[config.mk]
export PLATFORM = sky130hd
export DESIGN_NAME = dmem_responder
export DESIGN_NICKNAME = d
export VERILOG_FILES = /design/src/rtl/dmem_pkg.sv /design/src/rtl/dmem_ram.sv /design/src/rtl/dmem_responder.sv
export SDC_FILE = /design/constraint.sdc
export NUM_CORES = 2
export LEC_CHECK = 0
export ABC_AREA = 1
export BUFFER_PORTS_ARGS = -buffer_cell sky130_fd_sc_hd__buf_2
export CAP_MARGIN = 20
export CORE_AREA = 2 2 565 567
export DETAILED_ROUTE_END_ITERATION = 8
export DIE_AREA = 0 0 567 569
export PLACE_DENSITY = 0.42
export SLEW_MARGIN = 20
export SYNTH_ARGS = -nofsm -noshare
export SYNTH_HDL_FRONTEND = slang
export SYNTH_SLANG_ARGS = --single-unit
[constraint.sdc]
create_clock -name clk_i -period 7.22 [get_ports clk_i]
set_input_delay 0.361 -clock clk_i [delete_from_list [all_inputs] [get_ports clk_i]]
set_output_delay 0.361 -clock clk_i [all_outputs]
set_load 0.02 [all_outputs]
[src/rtl/dmem_pkg.sv]
// Shared types and default constants for the data-memory responder.
// Mailbox support is selected at build time with the DMEM_MAILBOX_EN macro.
package dmem_pkg;

  localparam int DMEM_ADDR_W       = 13;
  localparam int DMEM_DATA_W       = 16;
  localparam int DMEM_DEPTH        = 128;
  localparam int DMEM_MAILBOX_ADDR = 100;
  localparam int DMEM_PASS_VALUE   = 7;
  localparam int DMEM_CNT_W        = 4;

  typedef enum logic [1:0] {
    IDLE,
    WAIT,
    RESP
  } state_e;

endpackage

[src/rtl/dmem_ram.sv]
// Word-organised single-port RAM: synchronous write, combinational read.
// Contents are deliberately not reset.
module dmem_ram
  import dmem_pkg::*;
#(
  parameter int DEPTH  = DMEM_DEPTH,
  parameter int DATA_W = DMEM_DATA_W,
  localparam int IDX_W = $clog2(DEPTH)
) (
  input  logic              clk_i,
  input  logic              we_i,
  input  logic [IDX_W-1:0]  idx_i,
  input  logic [DATA_W-1:0] wdata_i,
  output logic [DATA_W-1:0] rdata_o
);

  logic [DATA_W-1:0] mem_q [DEPTH];

  always_ff @(posedge clk_i) begin
    if (we_i) begin
      mem_q[idx_i] <= wdata_i;
    end
  end

  assign rdata_o = mem_q[idx_i];

endmodule

[src/rtl/dmem_responder.sv]
// Load/store responder with configurable wait states, range checking and an
// optional completion mailbox (build with DMEM_MAILBOX_EN to enable it).
module dmem_responder
  import dmem_pkg::*;
#(
  parameter int ADDR_W       = DMEM_ADDR_W,
  parameter int DATA_W       = DMEM_DATA_W,
  parameter int DEPTH        = DMEM_DEPTH,
  parameter int WAIT_STATES  = 0,
  parameter int MAILBOX_ADDR = DMEM_MAILBOX_ADDR,
  parameter int PASS_VALUE   = DMEM_PASS_VALUE
) (
  input  logic              clk_i,
  input  logic              rst_ni,
  input  logic              req_i,
  input  logic              mem_write_i,
  input  logic [ADDR_W-1:0] addr_i,
  input  logic [DATA_W-1:0] wdata_i,
  output logic [DATA_W-1:0] rdata_o,
  output logic              ready_o,
  output logic              err_o,
  output logic              done_o,
  output logic              pass_o
);

  localparam int IDX_W = $clog2(DEPTH);

  state_e                state_q, state_d;
  logic [DMEM_CNT_W-1:0] cnt_q, cnt_d;
  logic                  write_q, write_d;
  logic [ADDR_W-1:0]     addr_q, addr_d;
  logic [DATA_W-1:0]     wdata_q, wdata_d;
  logic [DATA_W-1:0]     rdata_q, rdata_d;
  logic                  err_q, err_d;
  logic                  done_q, done_d;
  logic                  pass_q, pass_d;

  logic                  bad_access;
  logic                  ram_we;
  logic [DATA_W-1:0]     ram_rdata;
  logic [DATA_W-1:0]     load_data;

  // Widen the word index to 32 bits so DEPTH == 2^(ADDR_W-1) still compares correctly.
  assign bad_access = addr_q[0] |
                      ({{(32-(ADDR_W-1)){1'b0}}, addr_q[ADDR_W-1:1]} >= 32'(DEPTH));
  assign ram_we     = (state_q == RESP) && write_q && !bad_access;
  assign load_data  = bad_access ? '0 : ram_rdata;

  dmem_ram #(
    .DEPTH  (DEPTH),
    .DATA_W (DATA_W)
  ) u_ram (
    .clk_i   (clk_i),
    .we_i    (ram_we),
    .idx_i   (addr_q[IDX_W:1]),
    .wdata_i (wdata_q),
    .rdata_o (ram_rdata)
  );

  always_comb begin
    state_d = state_q;
    cnt_d   = cnt_q;
    write_d = write_q;
    addr_d  = addr_q;
    wdata_d = wdata_q;
    rdata_d = rdata_q;
    err_d   = err_q;
    case (state_q)
      IDLE: begin
        if (req_i) begin
          write_d = mem_write_i;
          addr_d  = addr_i;
          wdata_d = wdata_i;
          cnt_d   = DMEM_CNT_W'(WAIT_STATES);
          state_d = (WAIT_STATES == 0) ? RESP : WAIT;
        end
      end
      WAIT: begin
        cnt_d = cnt_q - 1'b1;
        if (cnt_q == DMEM_CNT_W'(1)) begin
          state_d = RESP;
        end
      end
      RESP: begin
        state_d = IDLE;
        if (!write_q) begin
          rdata_d = load_data;
        end
        if (bad_access) begin
          err_d = 1'b1;
        end
      end
      default: state_d = IDLE;
    endcase
  end

`ifdef DMEM_MAILBOX_EN
  logic mbox_hit;

  assign mbox_hit = ram_we && (addr_q == ADDR_W'(MAILBOX_ADDR));
  assign done_d   = done_q | mbox_hit;
  assign pass_d   = pass_q | (mbox_hit && (wdata_q == DATA_W'(PASS_VALUE)));
`else
  logic unused_mbox_cfg;

  assign unused_mbox_cfg = ^{ADDR_W'(MAILBOX_ADDR), DATA_W'(PASS_VALUE)};
  assign done_d          = 1'b0;
  assign pass_d          = 1'b0;
`endif

  always_ff @(posedge clk_i or negedge rst_ni) begin
    if (!rst_ni) begin
      state_q <= IDLE;
      cnt_q   <= '0;
      write_q <= 1'b0;
      addr_q  <= '0;
      wdata_q <= '0;
      rdata_q <= '0;
      err_q   <= 1'b0;
      done_q  <= 1'b0;
      pass_q  <= 1'b0;
    end else begin
      state_q <= state_d;
      cnt_q   <= cnt_d;
      write_q <= write_d;
      addr_q  <= addr_d;
      wdata_q <= wdata_d;
      rdata_q <= rdata_d;
      err_q   <= err_d;
      done_q  <= done_d;
      pass_q  <= pass_d;
    end
  end

  // Load data is presented live during RESP and held afterwards.
  assign rdata_o = ((state_q == RESP) && !write_q) ? load_data : rdata_q;
  assign ready_o = (state_q == RESP);
  assign err_o   = err_q;
  assign done_o  = done_q;
  assign pass_o  = pass_q;

endmodule
==> metrics.txt <==
status=finished clean; PnR worst setup slack=1.63 ns; Max Fclk=0.179 GHz; GPL Wtd Cong=0.798; Yosys top cell by area=edfxtp_1; DRT Pass-1 Iters=5; Syn Area/Cell=10.1 µm²; portion of total power attributed to combinational logic=13.6%; Post-Route WL=286 mm; post-synth top area share=69.6%; synthesized cell area=88400 µm²; Seq pwr share=47.9%; first-pass GRT wire length=416 mm; critical path cell sequence=inv_16, buf_12, nand2_1, nand2_1, nand2_1, nand2_1, nand2_1, nand2_1, nand2_1, nand2_1, nor2_1, nor2_1, nor2_1, nand2_1, nand2_1, nand2_1, buf_2; Most common cell on crit path=nand2_1; CP required=6.86 ns; CP max-delay cell=dfrtp_4; Fin. Hold Viols=0; largest net degree at the start of global routing=165; post-place instance area=93700 µm²; Worst Hold Class=in2async; period utilization=77.4%; hpwl dp=157 mm; core area=317000 µm²; CP peak stage delay=0.70 ns; maximum vdd drop=0.194 mV; number of synthesized register bits=2096; Die Area=323000 µm²; Place WS=2.52 ns; crit-path max FO=164; floorplan row count=207; Initial DRC Count=5016; Reg clk slew, reported paths=0.06 ns; Slew @ Worst Pin=1.19 ns; GR peak layer=met2; most common cell after layout, fill and taps aside=nand2_1; Tmin final=5.59 ns; clock net sink count=2096; max-cap viol count=0; DRC=0; Die Y=569 µm; most frequent cells in the layout=nand2_1, edfxtp_1, nor2_1, clkbuf_16, buf_4; Synthesis Warnings=0; layout cells sized above 1=6.67%; insertion delay to the later sink of the worst-skew pair=0.91 ns; Final Instance Area=101000 µm²; final setup violation count=0; area delta synth->final=14.3%; WS Path Type=reg2out; met1 Resource Use GR=24.4%; Max H-tree Level=4; detailed-route via count=59.4k; Arrival @ worst endpoint=5.23 ns; Area contributors post-synth=edfxtp_1, nand2_1, buf_2, dfrtp_1, nor2_1; GRT met3 Usage=2.02%; TritonCTS clock tree=built; RSZ-0062 raised after global routing=no; Netlist cell types=26; PortBufs=50; power per cell area=288 nW/µm²; startpoint class of the critical path=flop; Die X=567 µm; Clock power frac=38.5%; Initial Util=27.9%; Sw Ratio=28.2%; initial antenna violation count=15; Final #Nets=8896; ANT nets after route=0; IO Pins=53; final setup TNS=0 ns; total CTS buffers=236; post-synthesis sequential area ratio=70.9%; Leak=41.5 nW; Congestion Overflow GR=0; Max Slew Vio Count=0; Switch Pwr=8.20 mW; GR Layer Usage met2=28.6%; GRT Overall Usage=17.4%; Slew headroom=20.5%; drt wl/cell=21.7 µm; Mapped Cells=8786; reg2reg setup slack=2.96 ns; clk buf depth=4; CTS resizes=0; vias per inst=4.49; Int Power=20.9 mW; Critical Path End Type=primary output; Layout Skew=0.0680 ns; vias in the first global route=58.1k; Root Buffer=clkbuf_16
-- power groups by stage --
| stage | logic [mW] | registers (mW) | clock network, mW |
|---|---|---|---|
| after floorplan | 2.21 | 14.2 | 0 |
| after global placement | 3.99 | 14.2 | 0 |
| after detailed placement | 3.99 | 14.2 | 0 |
| after CTS | 4.02 | 13.9 | 11.5 |
| after global routing | 4.38 | 13.9 | 11.9 |
| final | 3.95 | 13.9 | 11.2 |
-- layout make-up --
class                      count  area (µm²)
inverter                      64         274
clock inverter               109         774
fill                       32400      216000
antenna                        6        15.0
timing repair buffer         280        2350
tap                         4180        5230
clock buffer                 308        6200
multi-input combinational   6185       23500
sequential                  2096       62800
-- synth_stat cells --
library cell     n
buf_6            5
nor2_2           2
clkbuf_1        85
or2_2           11
inv_1           57
or2_0            2
conb_1           1
inv_2            4
a21o_1           1
inv_4            1
nand2_1       5792
a21oi_1          6
o21ai_0          8
o21ai_1          3
nand3_1         34
buf_1           51
nor2_4           1
nor2_1         320
clkinv_1         2
dfrtp_1         48
buf_2          273
o211ai_1         1
buf_4           28
edfxtp_1      2048
nor4_1           1
nand4_1          1
-- timing repair --
action | in CTS | in global routing
hold buffers | 31 | 0
buffers inserted | 0 | 0
hold endpoints to repair | 78 | 0
-- final timing paths --
| kind | startpoint | to | cells after the start |
|---|---|---|---|
| setup / recovery | addr_q[1] | rdata_o[6] | 17 |
| setup reg to reg | addr_q[3] | u_ram.mem_q[69][9] | 6 |
| hold / removal | rst_ni | write_q | 3 |
| min in group clk_i | wdata_i[13] | wdata_q[13] | 4 |
| max in group asynchronous | rst_ni | addr_q[3] | 3 |
| hold reg to reg | err_o | err_o | 1 |
-- cell families after synthesis --
logic type	after synthesis	share of synthesized area, %
compound gates	19	0.113
buf+inv	506	2.70
flops	2096	70.9
other cells	1	0.00424
simple gates	6164	26.3
-- stage by stage --
stage / instances / power (mW) / utilization [%] / hold WS, ns
after floorplan: 8787 / 16.4 / - / 0.0654
after global placement: 12800 / 18.2 / 29.6 / 0.441
after detailed placement: 12800 / 18.2 / 29.6 / 0.443
after global routing: 13200 / 30.2 / 31.9 / 0.179
final: 13200 / 29.1 / 31.9 / 0.178
after CTS: 13200 / 29.4 / 31.9 / 0.134
-- metal layers --
layer  wire length (µm)  part of all wire (%)
met1             133000                    46
met2             134000                    47
met3              12500                   4.4
met4               7370                   2.6
met5                  0                     0
-- registers in the layout, indices dropped and copies added, names as in the netlist --
signal	cells
u_ram.mem_q	2048
addr_q	13
state_q	1
rdata_q	16
write_q	1
wdata_q	16
err_o	1
-- worst max-delay path: cells and delay by family (launching register included) --
family / cells / cell delay, ns
buffers and inverters: 3 / 1.19
AND/OR/NAND/NOR: 14 / 1.84
flip-flops: 1 / 0.70
No activity file was read; power rests on OpenSTA's default activity.
